<file path="src/rtl/prog_loader_pkg.sv">
// Shared constants and checksum step functions for the MCX program loader.
// LOADER_CRC8_EN selects the CRC-8 checksum instead of the byte XOR.
package prog_loader_pkg;

    localparam int          LINES   = 16;
    localparam int          LINE_W  = 46;
    localparam int          ADDR_W  = 4;
    localparam int          CNT_W   = 5;
    localparam logic [7:0]  HDR     = 8'hA5;
    localparam logic [7:0]  LINES_B = 8'd16;

    function automatic logic [7:0] chk_xor_step(input logic [7:0] acc, input logic [7:0] data);
        return acc ^ data;
    endfunction

    // CRC-8, poly 0x07, MSB first
    function automatic logic [7:0] chk_crc8_step(input logic [7:0] acc, input logic [7:0] data);
        logic [7:0] c;
        c = acc ^ data;
        for (int i = 0; i < 8; i++) begin
            c = c[7] ? ((c << 1) ^ 8'h07) : (c << 1);
        end
        return c;
    endfunction

endpackage

</file>
<file path="src/rtl/prog_loader_ldr_chk.sv">
// Byte-wide frame checksum accumulator: XOR by default, CRC-8 under LOADER_CRC8_EN.
module ldr_chk
    import prog_loader_pkg::*;
(
    input  logic       clk,
    input  logic       nrst,
    input  logic       clr,
    input  logic       en,
    input  logic [7:0] data,
    output logic [7:0] chk
);

    logic [7:0] r_acc;
    logic [7:0] w_next;

    // One accumulation step for the configured checksum
    always_comb begin
`ifdef LOADER_CRC8_EN
        w_next = chk_crc8_step(r_acc, data);
`else
        w_next = chk_xor_step(r_acc, data);
`endif
    end

    // Accumulator register; clear wins over enable
    always_ff @(posedge clk or negedge nrst) begin
        if (!nrst) begin
            r_acc <= 8'h00;
        end else if (clr) begin
            r_acc <= 8'h00;
        end else if (en) begin
            r_acc <= w_next;
        end else begin
            r_acc <= r_acc;
        end
    end

    assign chk = r_acc;

endmodule

</file>
<file path="src/rtl/prog_loader.sv">
// MCX program loader: byte frames (HDR, N, N x 6 line bytes, CHK) into prog_mem lines.
// Core is held in reset from HDR until the checksum verifies; LOADER_CRC8_EN picks CRC-8.
module prog_loader
    import prog_loader_pkg::*;
(
    input  logic              clk,
    input  logic              nrst,
    input  logic              in_valid,
    input  logic [7:0]        in_data,
    output logic              in_ready,
    output logic              wr_en,
    output logic [ADDR_W-1:0] wr_addr,
    output logic [LINE_W-1:0] wr_line,
    output logic              core_nrst,
    output logic              busy,
    output logic              done,
    output logic              err
);

    typedef enum logic [2:0] {
        ST_IDLE  = 3'd0,
        ST_COUNT = 3'd1,
        ST_DATA  = 3'd2,
        ST_WRITE = 3'd3,
        ST_CHECK = 3'd4,
        ST_ERR   = 3'd5
    } ldr_state_e;

    ldr_state_e        r_state, w_next;
    logic [CNT_W-1:0]  r_cnt;
    logic [2:0]        r_byte_idx;
    logic [47:0]       r_shreg;
    logic              r_wr_en, r_busy, r_done, r_err, r_run_q;
    logic [ADDR_W-1:0] r_wr_addr;
    logic [LINE_W-1:0] r_wr_line;
    logic              w_ready, w_accept, w_chk_clr, w_chk_en, w_last, w_bad_n, w_bad_b0;
    logic [7:0]        w_chk;

    ldr_chk u_chk (
        .clk  (clk),
        .nrst (nrst),
        .clr  (w_chk_clr),
        .en   (w_chk_en),
        .data (in_data),
        .chk  (w_chk)
    );

    // Next-state and handshake decode
    always_comb begin
        w_next    = r_state;
        w_ready   = (r_state != ST_WRITE);
        w_accept  = in_valid & w_ready;
        w_chk_clr = (r_state == ST_COUNT) & w_accept;
        w_chk_en  = (r_state == ST_DATA) & w_accept;
        w_last    = ({1'b0, r_wr_addr} == (r_cnt - 5'd1));
        w_bad_n   = (in_data == 8'd0) || (in_data > LINES_B);
        w_bad_b0  = (r_byte_idx == 3'd0) && (in_data[7:6] != 2'b00);
        case (r_state)
            ST_IDLE, ST_ERR: begin
                if (w_accept && (in_data == HDR)) w_next = ST_COUNT;
                else                              w_next = r_state;
            end
            ST_COUNT: begin
                if (w_accept) w_next = w_bad_n ? ST_ERR : ST_DATA;
                else          w_next = ST_COUNT;
            end
            ST_DATA: begin
                if (!w_accept)                w_next = ST_DATA;
                else if (w_bad_b0)            w_next = ST_ERR;
                else if (r_byte_idx == 3'd5)  w_next = ST_WRITE;
                else                          w_next = ST_DATA;
            end
            ST_WRITE: begin
                if (w_last) w_next = ST_CHECK;
                else        w_next = ST_DATA;
            end
            ST_CHECK: begin
                if (w_accept) w_next = (in_data == w_chk) ? ST_IDLE : ST_ERR;
                else          w_next = ST_CHECK;
            end
            default: w_next = ST_IDLE;
        endcase
    end

    // State register
    always_ff @(posedge clk or negedge nrst) begin
        if (!nrst) r_state <= ST_IDLE;
        else       r_state <= w_next;
    end

    // Datapath, status flags and core-run control
    always_ff @(posedge clk or negedge nrst) begin
        if (!nrst) begin
            r_cnt      <= 5'd0;
            r_byte_idx <= 3'd0;
            r_shreg    <= 48'd0;
            r_wr_en    <= 1'b0;
            r_wr_addr  <= 4'd0;
            r_wr_line  <= 46'd0;
            r_busy     <= 1'b0;
            r_done     <= 1'b0;
            r_err      <= 1'b0;
            r_run_q    <= 1'b1;
        end else begin
            r_wr_en <= (w_next == ST_WRITE);
            r_busy  <= (w_next == ST_COUNT) || (w_next == ST_DATA) ||
                       (w_next == ST_WRITE) || (w_next == ST_CHECK);
            if ((w_next == ST_ERR) && (r_state != ST_ERR)) r_err <= 1'b1;
            case (r_state)
                ST_IDLE, ST_ERR: begin
                    if (w_accept && (in_data == HDR)) begin
                        r_run_q <= 1'b0;
                        r_done  <= 1'b0;
                        r_err   <= 1'b0;
                    end
                end
                ST_COUNT: begin
                    if (w_accept && !w_bad_n) begin
                        r_cnt      <= in_data[CNT_W-1:0];
                        r_wr_addr  <= 4'd0;
                        r_byte_idx <= 3'd0;
                    end
                end
                ST_DATA: begin
                    if (w_accept) begin
                        r_shreg <= {r_shreg[39:0], in_data};
                        if (r_byte_idx == 3'd5) begin
                            r_byte_idx <= 3'd0;
                            r_wr_line  <= {r_shreg[37:0], in_data};
                        end else begin
                            r_byte_idx <= r_byte_idx + 3'd1;
                        end
                    end
                end
                ST_WRITE: begin
                    // Hold the last address rather than wrapping past LINES-1
                    if (!w_last) r_wr_addr <= r_wr_addr + 4'd1;
                end
                ST_CHECK: begin
                    if (w_accept && (in_data == w_chk)) begin
                        r_done  <= 1'b1;
                        r_run_q <= 1'b1;
                    end
                end
                default: begin
                    r_run_q <= r_run_q;
                end
            endcase
        end
    end

    assign in_ready  = w_ready;
    assign wr_en     = r_wr_en;
    assign wr_addr   = r_wr_addr;
    assign wr_line   = r_wr_line;
    assign busy      = r_busy;
    assign done      = r_done;
    assign err       = r_err;
    assign core_nrst = nrst & r_run_q;

endmodule

</file>
<file path="config.mk">
export PLATFORM = sky130hd
export DESIGN_NAME = prog_loader
export DESIGN_NICKNAME = d
export VERILOG_FILES = /design/src/rtl/prog_loader_pkg.sv /design/src/rtl/prog_loader_ldr_chk.sv /design/src/rtl/prog_loader.sv
export SDC_FILE = /design/constraint.sdc
export NUM_CORES = 1
export LEC_CHECK = 0
export BUFFER_PORTS_ARGS = -buffer_cell sky130_fd_sc_hd__buf_2
export CAP_MARGIN = 30
export CORE_MARGIN = 2
export CORE_UTILIZATION = 34
export DETAILED_ROUTE_END_ITERATION = 6
export GPL_TIMING_DRIVEN = 0
export PLACE_DENSITY = 0.49
export SYNTH_ARGS = -nofsm -noshare
export SYNTH_HDL_FRONTEND = slang
export SYNTH_SLANG_ARGS = --single-unit
</file>
<file path="constraint.sdc">
create_clock -name clk -period 4.1 [get_ports clk]
set_input_delay 0 -clock clk [delete_from_list [all_inputs] [get_ports clk]]
set_output_delay 0 -clock clk [all_outputs]
set_load 0.02 [all_outputs]
</file>
==> Yosys cells after proc, flatten, opt, wreduce, memory -nomap -nowiden <==
Cells that the tools add are included.
{ "word_totals": {"ff_bits": 112, "input_bits": 11} }
{ "op_classes": {"magnitude_cmp": 1, "n_eq_ne": 21, "n_mux": 25, "bitwise": 5, "addsub": 3, "n_reduce_logical": 25} }
{ "op_table": {"columns": ["operator", "n"], "rows": [
  ["2-to-1 mux 3 bit", 11],
  ["2-to-1 mux 8 bit", 2],
  ["== test 3 bit (second input constant)", 5],
  ["one-hot mux 3 bit (5 select lines)", 1],
  ["== test 3 x 2 -> 1 bit (second input constant)", 4],
  ["AND reduction 3 bit", 4],
  ["nonzero test 2 bit", 5],
  ["== test 8 bit", 1],
  ["== test 8 bit (second input constant)", 1],
  ["greater-than comparator 8 x 5 -> 1 bit (second input constant)", 1],
  ["zero test 8 bit", 1],
  ["2-to-1 mux 4 bit", 2],
  ["inequality test 2 bit (second input constant)", 4],
  ["one-hot mux 4 bit (2 select lines)", 1],
  ["XOR 8 bit", 1],
  ["== test 3 x 1 -> 1 bit (second input constant)", 2],
  ["zero test 3 bit", 2],
  ["2-to-1 mux 1 bit", 6],
  ["one-hot mux 3 bit (2 select lines)", 1],
  ["== test 4 x 5 -> 1 bit", 1],
  ["logical AND 1 bit", 5],
  ["subtractor 5 x 1 -> 5 bit (second input constant)", 1],
  ["adder 4 x 1 -> 4 bit (second input constant)", 1],
  ["AND 1 bit", 4],
  ["9 further kinds", 13]
]} }

==> Depth between registers and ports, before layout <==
Gate-level depths: netlist of run 1.
{ "logic_depth": {"depth_word": 10, "ltp_mapped": 8, "ltp_nobuf": 8} }

==> Cells and area by module <==
From an unflattened synthesis of run 1, not the netlist that was laid out.
{ "unflattened": {"cells_unflattened": 423, "hier_area_um2": 4814.6} }
{ "by_module_without_submodules": {"columns": ["mod", "area_per_inst_um2", "n_inst", "cells_per_inst"], "rows": [
  ["prog_loader", 4408.0, 1, 388],
  ["ldr_chk", 406.6, 1, 35]
]} }

==> Worst setup path after synthesis of run 1 <==
Ideal clock, no wire load.
{ "synth_path": {"path_type": "register -> register", "from": "reg r_cnt[0]", "to": "reg r_busy, in the netlist busy", "arrival_ps": 2221, "setup_time_ps": 80, "period_less_slack_ps": 2301, "slack_ps": 1799, "stages_incl_launch_ff": 9, "path_cell_list": "dfrtp_1 -> inv_1 -> ha_1 -> and4bb_2 -> a22oi_1 -> a2111oi_0 -> nor2_1 -> a2111oi_4 -> xnor2_1"} }
{ "synth_via": {"elab_chain_cells": 8} }
{ "synth_rtl": {"columns": ["item", "line", "rtl"], "rows": [
  ["start: declaration", "prog_loader.sv:30", "logic [CNT_W-1:0] r_cnt;"],
  ["start signal: assignment", "prog_loader.sv:119", "r_cnt <= in_data[CNT_W-1:0];"],
  ["subtractor 5 x 1 -> 5 bit *", "prog_loader.sv:55", "w_last = ({1'b0, r_wr_addr} == (r_cnt - 5'd1));"],
  ["== test 4 x 5 -> 1 bit *", "prog_loader.sv:55", null],
  ["2-to-1 mux 3 bit *", "prog_loader.sv:74", "if (w_last) w_next = ST_CHECK;"],
  ["one-hot mux 3 bit (5 select lines) *", "prog_loader.sv:58", "case (r_state)"],
  ["== test 3 x 1 -> 1 bit or == test 3 x 2 -> 1 bit (tied branches)", "prog_loader.sv:106", "r_busy <= (w_next == ST_COUNT) || (w_next == ST_DATA) ||"],
  ["logical OR 1 bit (2 in series)", "prog_loader.sv:106", null],
  ["logical OR 1 bit *", "prog_loader.sv:107", "(w_next == ST_WRITE) || (w_next == ST_CHECK);"],
  ["end signal: assignment", "prog_loader.sv:106", null],
  ["end: declaration", "prog_loader.sv:33", "logic r_wr_en, r_busy, r_done, r_err, r_run_q;"]
]} }
Mark *: on every way between the ends. The rest lies on a longest branch, timed or not.
A chain may end at the register's enable or synchronous reset.

==> Final worst setup path of run 1 <==
{ "layout_path": {"from": "reg r_state[1]", "to": "reg r_wr_line[25], in the netlist wr_line[25]"} }
{ "layout_via": {"elab_chain_cells": 3} }
{ "layout_rtl": {"columns": ["item", "line", "rtl"], "rows": [
  ["start: declaration", "prog_loader.sv:29", "ldr_state_e r_state, w_next;"],
  ["start signal: assignment", "prog_loader.sv:88", "else r_state <= w_next;"],
  ["inequality test 3 x 2 -> 1 bit", "prog_loader.sv:51", "w_ready = (r_state != ST_WRITE);"],
  ["AND 1 bit", "prog_loader.sv:52", "w_accept = in_valid & w_ready;"],
  ["AND reduction 3 bit (no line) *", null, null],
  ["end signal: assignment", "prog_loader.sv:129", "r_wr_line <= {r_shreg[37:0], in_data};"],
  ["end: declaration", "prog_loader.sv:35", "logic [LINE_W-1:0] r_wr_line;"]
]} }
Marked as above.

==> metrics.cfg, run 1 <==
[run_status]
status = complete, no violations

[detailed_routing]
ant_nets = 0
routed_wl_um = 10100
drt_iter0_markers = 131
drcViolationCount = 0
post_drt_wl_per_cell_um = 14.5
vias = 3312
viasPerCell = 4.76
dr.pass1.iters = 6

[layout]
multi_input_area_mm2 = 0.00180
syn_to_final_growth_pct = 20.0
final_cell_mix = nand2_1, dfrtp_1, buf_2, mux2_2, o21ai_0
nets = 524
mostFrequentLayoutCell = nand2_1
regArea_mm2 = 0.00280
fillers = 1366
num_antenna_cells = 0
final_cell_count_no_fill = 696
layout-drive-gt1-share = 0.281

[synth]
synth_cell_types = 47
yosysSeqAreaShare = 0.590
yosysWarnings = 0
syn_nets = 442
ys_seq_elements = 112
yosysTopAreaCellShare = 0.584
netlist_area_mm2 = 0.00475
syn_area_per_cell_um2 = 11.1
synth_cells = 429
synthArstFlopShare = 1.00
synth_edf_count = 0
synth_ff_type = dfrtp_1
synth_top_area_cell = dfrtp_1
synthTopCellsByArea = dfrtp_1, mux2_2, nand2_1

[setup_path]
reg2regPathDepth = 8
critPathMaxFanout = 10
startpoint_type = register
r2r_start = r_state[1]
timing.rr.end = wr_line[25]
r2r_slack_ns = 1.41
critPathArrivalTime_ns = 2.93
required_ns = 4.34
worstSetupPathType = reg2reg
crit_path_end_kind = register

[sta]
min_period_ns = 2.69
layout_worst_path_cycle_share = 0.656
finalClockSkew_ns = 0.00853
timing_hold_violations_final = 0
drv_slew = 0
tightest_slew_ns = 0.662
relSlewSlack = 0.558
rsz0062_at_grt = false
setup_violations = 0
final.setup.tns_ns = 0
fmax_mhz = 372

[place]
place_congestion = 0.809
portBuffers = 60
dp_hpwl_um = 7080
dp_cells = 671

[clocking]
htreeDepth = 3
clockBufferDepth = 2
post_cts_buffers = 0
numCtsBuffers = 9
cts_tree = done
clock_tree.root_cell = clkbuf_16
clkLatencyLatePin_ns = 0.36
cts.sinks = 112
clk_pin_slew_ns = 0.07

[floorplan]
dieArea_mm2 = 0.0149
coreArea_mm2 = 0.0138
rows = 43
io_pins = 67
fp.dieW_um = 122
start_util = 0.345
fp.dieH_um = 122

[hold_path]
min_path_type = in2async

[global_route]
grt_first_pass_wirelength_um = 16900
grt_pass1_vias = 3226
antenna_found_initial = 0
grt_use_total = 0.148
grt_overflow = 0
grt_max_degree = 67

[run]
cap_violations = 0

[pwr]
p_leak_nw = 2.98
power_density_mw_per_mm2 = 452
irDropWorstVdd_mv = 0.233
total_power_w = 0.00258

==> worst max-delay path: stages, from the launching register on <==
cell and delay, ns:
dfrtp_1 0.32, clkbuf_2 0.17, nor3b_1 0.58, and2_1 0.21, buf_2 0.17, and3_1 0.19
buf_2 0.32, buf_4 0.26, mux2_2 0.35
==> logic make-up (layout without fill, tap and decap cells) <==
logic type	Yosys count	count (layout)	synth area share
AND/OR/NAND/NOR	181	181	0.170
multiplexers	51	51	0.120
adder cells (fa/ha/maj)	2	2	0.00526
XOR/XNOR	17	17	0.0313
AO/OA/AOI/OAI	39	39	0.0526
buffers and inverters	27	114	0.0308
flip-flops	112	112	0.590
==> synth_stat cells (2+ instances only) <==
master	count
nor2_1	17
clkbuf_2	3
mux2_2	49
nor3b_1	3
xnor2_1	8
ha_1	2
clkbuf_1	11
buf_6	3
nand3_1	4
xor2_1	9
and2_1	2
nand4_1	3
mux2i_1	2
buf_2	3
nor4b_1	2
inv_1	3
o21ai_0	25
nor4_1	4
a21oi_1	2
nor3_1	2
dfrtp_1	111
o21a_1	2
nand2_1	128
nand3b_1	3
buf_4	4
nor2b_1	3
==> worst max-delay path by stage <==
stage | startpoint | to | slack [ns] | cells past startpoint
2_1_floorplan | r_cnt[0] | busy | 1.80 | 8
3_3_place_gp | r_cnt[0] | busy | 1.27 | 8
3_5_place_dp | r_state[1] | wr_line[25] | 1.41 | 8
4_1_cts | r_state[1] | wr_line[25] | 1.39 | 8
5_1_grt | r_state[1] | wr_line[25] | 1.25 | 8
6_report | r_state[1] | wr_line[25] | 1.41 | 8
==> area by class of cell <==
type / count / share of cell area
Timing Repair Buffer: 71 / 0.0750
Inverter: 3 / 0.00197
Multi-Input combinational cell: 290 / 0.316
Buffer: 24 / 0.0237
Clock inverter: 5 / 0.0116
Clock buffer: 11 / 0.0408
Sequential cell: 112 / 0.491
Tap cell: 180 / 0.0395
==> sequential cells by signal (all words and copies together) (netlist names) <==
signal / count
busy: 1
done: 1
err: 1
r_byte_idx: 3
r_cnt: 5
r_run_q: 1
r_shreg: 38
r_state: 3
u_chk.chk: 8
wr_addr: 4
wr_en: 1
wr_line: 46
==> metal layers <==
layer,vias up,wire [um],track usage
met5,-,0,0
met4,0,191,0.0618
met3,14,413,0.0307
met2,63,4470,0.220
met1,1634,5030,0.212
li1,1601,-,-
==> repair_timing <==
item | in CTS | in global routing
endpoints found under the hold margin | 67 | 0
resized for setup | 0 | 0
hold buffers | 9 | 0
==> stage by stage <==
step	utilization	instance area [um2]	setup WS (ns)	hold slack, ns
6_report	0.414	5710	1.41	0.149
5_1_grt	0.414	5710	1.25	0.190
4_1_cts	0.414	5710	1.39	0.161
3_5_place_dp	0.386	5320	1.41	-0.0257
3_3_place_gp	0.383	5280	1.27	0.256
2_1_floorplan	-	4750	1.80	-0.296
==> report_power, final <==
group / switching, W / internal [W] / total [W]
clock network: 0.000403 / 0.000481 / 0.000884
logic: 0.000229 / 0.000200 / 0.000430
registers: 0.0000826 / 0.00118 / 0.00126
total: 0.000715 / 0.00186 / 0.00258
No activity file was read; power rests on OpenSTA's default activity.
==> run 2, diff against run 1 <==
Settings changed: ABC_AREA from default to 1.
Clock period 4.1 ns to 2.8 ns, I/O delays scaled along.
==> metrics.cfg, run 2 <==
[floorplan]
dieArea_mm2 = 0.0151  ; +1.2%
start_util = 0.347  ; +0.00174
io_pins = 67  ; unchanged
coreArea_mm2 = 0.0139  ; +0.78%
fp.dieW_um = 123  ; +0.62%
rows = 43  ; unchanged
fp.dieH_um = 123  ; +0.62%

[setup_path]
startpoint_type = register
cp.depth = 8  ; unchanged
critPathArrivalTime_ns = 1.97  ; -0.96 ns
crit_path_end_kind = register
reg2regPathDepth = 8  ; unchanged
cp_slowest_stage_delay_ns = 0.43  ; -0.15 ns
required_ns = 3.02  ; -1.32 ns
critPathMaxFanout = 10  ; unchanged
slowest_stage = dfrtp_1
worst-path-buf-inv = 3  ; -1
worstPathCellList = inv_2, nand2_1, nor2_2, nand3_2, buf_2, buf_2, nand2_1, o21ai_0
cp_top_family = simple AND/OR/NAND/NOR gates
worstSetupPathType = reg2reg

[layout]
layout-drive-gt1-share = 0.182  ; -0.0993
final_util = 0.415  ; about the same
mostFrequentLayoutCell = nand2_1
nets = 665  ; +27%
fillers = 1470  ; +7.6%
num_antenna_cells = 0  ; unchanged
largest_register_ffs = 46  ; unchanged
syn_to_final_growth_pct = 19.5
final_cell_count_no_fill = 835  ; +20%
final_cell_mix = nand2_1, dfrtp_1, inv_1, buf_2, o21ai_0

[pwr]
power_density_mw_per_mm2 = 747  ; +65%
intPower_w = 0.00291  ; +56%
p_leak_nw = 3.01  ; +1.2%
p_seq_frac = 0.505  ; +0.015
clkPwrFrac = 0.274  ; -0.069
irDropWorstVdd_mv = 0.335  ; +44%
swShare = 0.323  ; +0.0460
p_switching_w = 0.00139  ; +94%
p_comb_frac = 0.221  ; +0.054

[detailed_routing]
post_drt_wl_per_cell_um = 13.5  ; -6.9%
ant_nets = 0  ; unchanged
vias = 3787  ; +14%
drcViolationCount = 0  ; unchanged
viasPerCell = 4.54  ; -4.7%
drt_iter0_markers = 233  ; +78%
routed_wl_um = 11300  ; +12%
dr.pass1.iters = 4  ; -2

[sta]
setup_ws_ns = 1.05  ; -0.363 ns
finalClockSkew_ns = 0.00853  ; -0.00000311 ns
hold-worst-slack_ns = 0.0559  ; -0.0928 ns
timing_hold_violations_final = 0  ; unchanged
rsz0062_at_grt = false
tightest_slew_ns = 0.473  ; -0.190 ns
setup_violations = 0  ; unchanged
relSlewSlack = 0.685  ; +0.127
final.setup.tns_ns = 0  ; unchanged
fmax_mhz = 571  ; +53%
min_period_ns = 1.75  ; -0.937 ns
drv_slew = 0  ; unchanged
layout_worst_path_cycle_share = 0.626  ; -0.0302

[place]
dp_cells = 812  ; +21%
portBuffers = 66  ; +10%
place_ws_ns = 1.04  ; -0.376 ns
place_congestion = 0.811  ; +0.22%
dp_hpwl_um = 8210  ; +16%

[run]
cap_violations = 0  ; unchanged

[synth]
synthTopCellsByArea = dfrtp_1, nand2_1, o21ai_0
synth_edf_count = 0  ; unchanged
synth_ff_type = dfrtp_1
synth.most_common_cell = nand2_1
yosysSeqAreaShare = 0.582  ; -0.00751
yosysWarnings = 0  ; unchanged
netlist_area_mm2 = 0.00481  ; +1.3%
synthArstFlopShare = 1.00  ; unchanged
synth_top_area_cell = dfrtp_1
syn_area_per_cell_um2 = 8.52  ; -23%
yosysTopAreaCellShare = 0.577  ; -0.00744
synth.cells.most_frequent = nand2_1, dfrtp_1, inv_1
synth_cell_types = 26  ; -45%
ys_seq_elements = 112  ; unchanged
synth_cells = 565  ; +32%
syn_nets = 578  ; +31%

[global_route]
grt_first_pass_wirelength_um = 18500  ; +9.3%
grt_use_total = 0.160  ; +0.0117
antenna_found_initial = 0  ; unchanged
grt_pass1_vias = 3641  ; +13%
grt_max_degree = 95  ; +42%
grt_overflow = 0  ; unchanged

[clocking]
clk_pin_slew_ns = 0.07  ; about the same
cts.sinks = 112  ; unchanged
numCtsBuffers = 9  ; unchanged
clkLatencyLatePin_ns = 0.35  ; about the same
clock_tree.root_cell = clkbuf_16
cts_resized = 0  ; unchanged
htreeDepth = 3  ; unchanged
cts_tree = done
clockBufferDepth = 2  ; unchanged

[run_status]
status = complete, no violations

[hold_path]
min_path_type = in2async

-- run 2: changes by cell type in the layout (fill, tap and decap cells not counted), sizes merged, moves of 10 or more --
| cell | before | now |
|---|---|---|
| nor2 | 17 | 34 |
| buf | 72 | 82 |
| inv | 4 | 83 |
| mux2 | 49 | 0 |
| clkbuf | 25 | 15 |
| nand2 | 128 | 191 |
| o21ai | 26 | 86 |
| nand3 | 4 | 14 |
-- run 2: worst paths after layout --
check                            from     endpoint  slack [ns]
setup / recovery           r_state[2]  wr_line[27]        1.05
hold / removal                   nrst  wr_line[31]        0.06
setup reg to reg           r_state[2]  wr_line[27]        1.05
hold reg to reg               r_run_q      r_run_q        0.47
max in group asynchronous        nrst      r_run_q        2.00
min in group clk             in_valid   r_state[1]        0.12
-- run 2: cells by family after synthesis --
kind of cell,share of synthesized area
and+or+nand+nor,0.211
DFF,0.582
AOI/OAI and AO/OA,0.113
buffers and inverters,0.0868
adders and majority gates,0.00520
xor gates and xnor gates,0.00182
-- run 2: final cells by class --
cell class | count | area, um2 | area share
Clock buffer | 11 | 243 | 0.0422
Sequential cell | 112 | 2800 | 0.487
Clock inverter | 3 | 18.8 | 0.00326
Tap cell | 180 | 225 | 0.0391
Inverter | 83 | 312 | 0.0541
Timing Repair Buffer | 76 | 454 | 0.0789
Multi-Input combinational cell | 351 | 1590 | 0.277
Buffer | 19 | 106 | 0.0185
-- run 2: power by group through the flow --
stage                     Clock [W]  Sequential (W)  Combinational, W
after floorplan                   0         0.00217          0.000667
after global placement            0         0.00219          0.000936
after detailed placement          0         0.00220          0.000953
after CTS                   0.00122         0.00217          0.000968
after global routing        0.00130         0.00221           0.00112
final                       0.00118         0.00217          0.000950
-- run 2: layer usage --
metal | GRT usage | vias to the layer above | routed length, um
met3 | 0.0258 | 15 | 388
li1 | - | 1926 | -
met2 | 0.243 | 66 | 5010
met1 | 0.226 | 1780 | 5610
met4 | 0.0732 | 0 | 263
met5 | 0 | - | 0
-- run 2: what timing repair did --
action                     in CTS  in global routing
hold endpoints to repair      127                  0
buffers inserted                0                  0
hold buffers                    9                  0
setup endpoints to repair       0                  0
-- run 2: per-stage QoR --
stage                     area [um2]  total power (W)
after floorplan                 4810          0.00284
after global placement          5370          0.00313
after detailed placement        5400          0.00315
after CTS                       5760          0.00436
after global routing            5760          0.00463
final                           5760          0.00430
==> run 3, diff against run 2 <==
Clock period 2.8 ns to 1.8 ns, I/O delays scaled along.
==> metrics.cfg, run 3 (synthesized netlist as in run 2, its figures left out) <==
[run_status]
status = complete, no violations

[setup_path]
r2r_start = r_cnt[0]
crit_path_end_kind = register
worstSetupPathType = reg2reg
startpoint_type = register
timing.rr.end = busy
critPathArrivalTime_ns = 1.95  ; -0.02 ns
startpoint = r_cnt[0]
reg2regPathDepth = 15  ; +7
required_ns = 2.05  ; -0.97 ns
critPathMaxFanout = 4  ; -6
r2r_slack_ns = 0.1  ; -0.95 ns

[place]
portBuffers = 66  ; unchanged
dp_cells = 812  ; unchanged
dp_hpwl_um = 8210  ; unchanged
place_congestion = 0.811  ; unchanged

[detailed_routing]
ant_nets = 0  ; unchanged
drcViolationCount = 0  ; unchanged
vias = 3796  ; +0.24%
dr.pass1.iters = 4  ; unchanged
post_drt_wl_per_cell_um = 13.5  ; about the same
viasPerCell = 4.54  ; +0.12%
drt_iter0_markers = 202  ; -13%
routed_wl_um = 11300  ; +0.12%

[sta]
min_period_ns = 1.70  ; -0.0514 ns
fmax_mhz = 588  ; +3.0%
finalClockSkew_ns = 0.00854  ; +0.0000154 ns
setup_violations = 0  ; unchanged
tightest_slew_ns = 0.480  ; +0.00784 ns
layout_worst_path_cycle_share = 0.945  ; +0.319
rsz0062_at_grt = true
final.setup.tns_ns = 0  ; unchanged
timing_hold_violations_final = 0  ; unchanged
relSlewSlack = 0.680  ; -0.00523
drv_slew = 0  ; unchanged

[floorplan]
fp.dieH_um = 123  ; unchanged
fp.dieW_um = 123  ; unchanged
start_util = 0.347  ; unchanged
coreArea_mm2 = 0.0139  ; unchanged
dieArea_mm2 = 0.0151  ; unchanged
io_pins = 67  ; unchanged
rows = 43  ; unchanged

[clocking]
cts_tree = done
htreeDepth = 3  ; unchanged
clk_pin_slew_ns = 0.07  ; about the same
cts.sinks = 112  ; unchanged
clkLatencyLatePin_ns = 0.35  ; about the same
clockBufferDepth = 2  ; unchanged
numCtsBuffers = 9  ; unchanged
clock_tree.root_cell = clkbuf_16

[layout]
layout-drive-gt1-share = 0.191  ; +0.00887
syn_to_final_growth_pct = 20.1
fillers = 1466  ; -0.27%
num_antenna_cells = 0  ; unchanged
multi_input_area_mm2 = 0.00161  ; +1.3%
final_cell_count_no_fill = 836  ; +0.12%
final_cell_mix = nand2_1, dfrtp_1, inv_1, buf_2, o21ai_0
mostFrequentLayoutCell = nand2_1
largest_register_ffs = 46  ; unchanged
regArea_mm2 = 0.00280  ; unchanged
nets = 666  ; +0.15%

[run]
cap_violations = 0  ; unchanged

[global_route]
grt_max_degree = 95  ; unchanged
grt_use_total = 0.160  ; unchanged
grt_pass1_vias = 3641  ; unchanged
grt_first_pass_wirelength_um = 18500  ; unchanged
grt_overflow = 0  ; unchanged
antenna_found_initial = 0  ; unchanged

[pwr]
swShare = 0.324  ; +0.000889
p_comb_frac = 0.225  ; +0.004
p_switching_w = 0.00218  ; +57%
power_density_mw_per_mm2 = 1160  ; +56%
p_seq_frac = 0.502  ; -0.003
clkPwrFrac = 0.273  ; about the same
intPower_w = 0.00454  ; +56%
p_leak_nw = 3.01  ; about the same
irDropWorstVdd_mv = 0.549  ; +64%

[hold_path]
min_path_type = in2async

-- run 3: area by class of cell --
type / instances / area share
tap: 180 / 0.0389
buffer: 19 / 0.0184
sequential: 112 / 0.485
inverter: 83 / 0.0539
clock buffer: 11 / 0.0420
multi-input combinational: 351 / 0.279
timing repair buffer: 77 / 0.0798
clock inverter: 3 / 0.00325
-- run 3: layer usage --
metal | up-vias | track usage | wire length (um)
li1 | 1929 | - | -
met1 | 1788 | 0.226 | 5600
met2 | 64 | 0.243 | 5040
met3 | 15 | 0.0258 | 392
met4 | 0 | 0.0732 | 263
met5 | - | 0 | 0
-- run 3: what timing repair did --
item	CTS	global route
setup endpoints to repair	0	41
hold buffers	9	0
endpoints found under the hold margin	127	0
gates resized for setup	0	7
setup buffers	0	1
-- run 3: power groups by stage --
| stage | registers (W) | logic [W] | clock network (W) |
|---|---|---|---|
| 2_1_floorplan | 0.00337 | 0.00104 | 0 |
| 3_3_place_gp | 0.00341 | 0.00146 | 0 |
| 3_5_place_dp | 0.00342 | 0.00148 | 0 |
| 4_1_cts | 0.00337 | 0.00151 | 0.00190 |
| 5_1_grt | 0.00345 | 0.00178 | 0.00202 |
| 6_report | 0.00338 | 0.00151 | 0.00183 |
-- run 3: worst max-delay path, cell delays in order, from the launching register on --
cell,delay [ns]
dfrtp_1,0.37
inv_2,0.06
ha_2,0.32
inv_1,0.04
nand2_1,0.05
nand2_1,0.04
nor2_1,0.07
nand2_1,0.06
nor2_2,0.09
nand2_1,0.10
nand2_1,0.08
nand2_1,0.07
nor2_1,0.09
nand2_1,0.06
nand2_1,0.05
inv_1,0.03
-- run 3: worst max path at each step --
stage                        endpoint  slack, ns  cells after the start
after global placement     wr_addr[3]      -0.63                      1
after detailed placement  wr_line[24]       0.04                      8
after floorplan                  busy       0.26                     14
after global routing             busy      -0.07                     15
final                            busy        0.1                     15
after CTS                 wr_line[27]       0.04                      8
-- run 3: per-stage QoR --
step / util / total power, W / setup slack, ns / hold WS (ns) / instance area [um2]
finish: 0.417 / 0.00672 / 0.0994 / 0.0557 / 5780
CTS: 0.415 / 0.00678 / 0.0352 / 0.0481 / 5760
global route: 0.417 / 0.00725 / -0.0701 / 0.0841 / 5780
floorplan: - / 0.00441 / 0.263 / -0.296 / 4810
global placement: 0.387 / 0.00487 / -0.633 / 0.277 / 5370
detailed placement: 0.389 / 0.00491 / 0.0369 / -0.144 / 5400
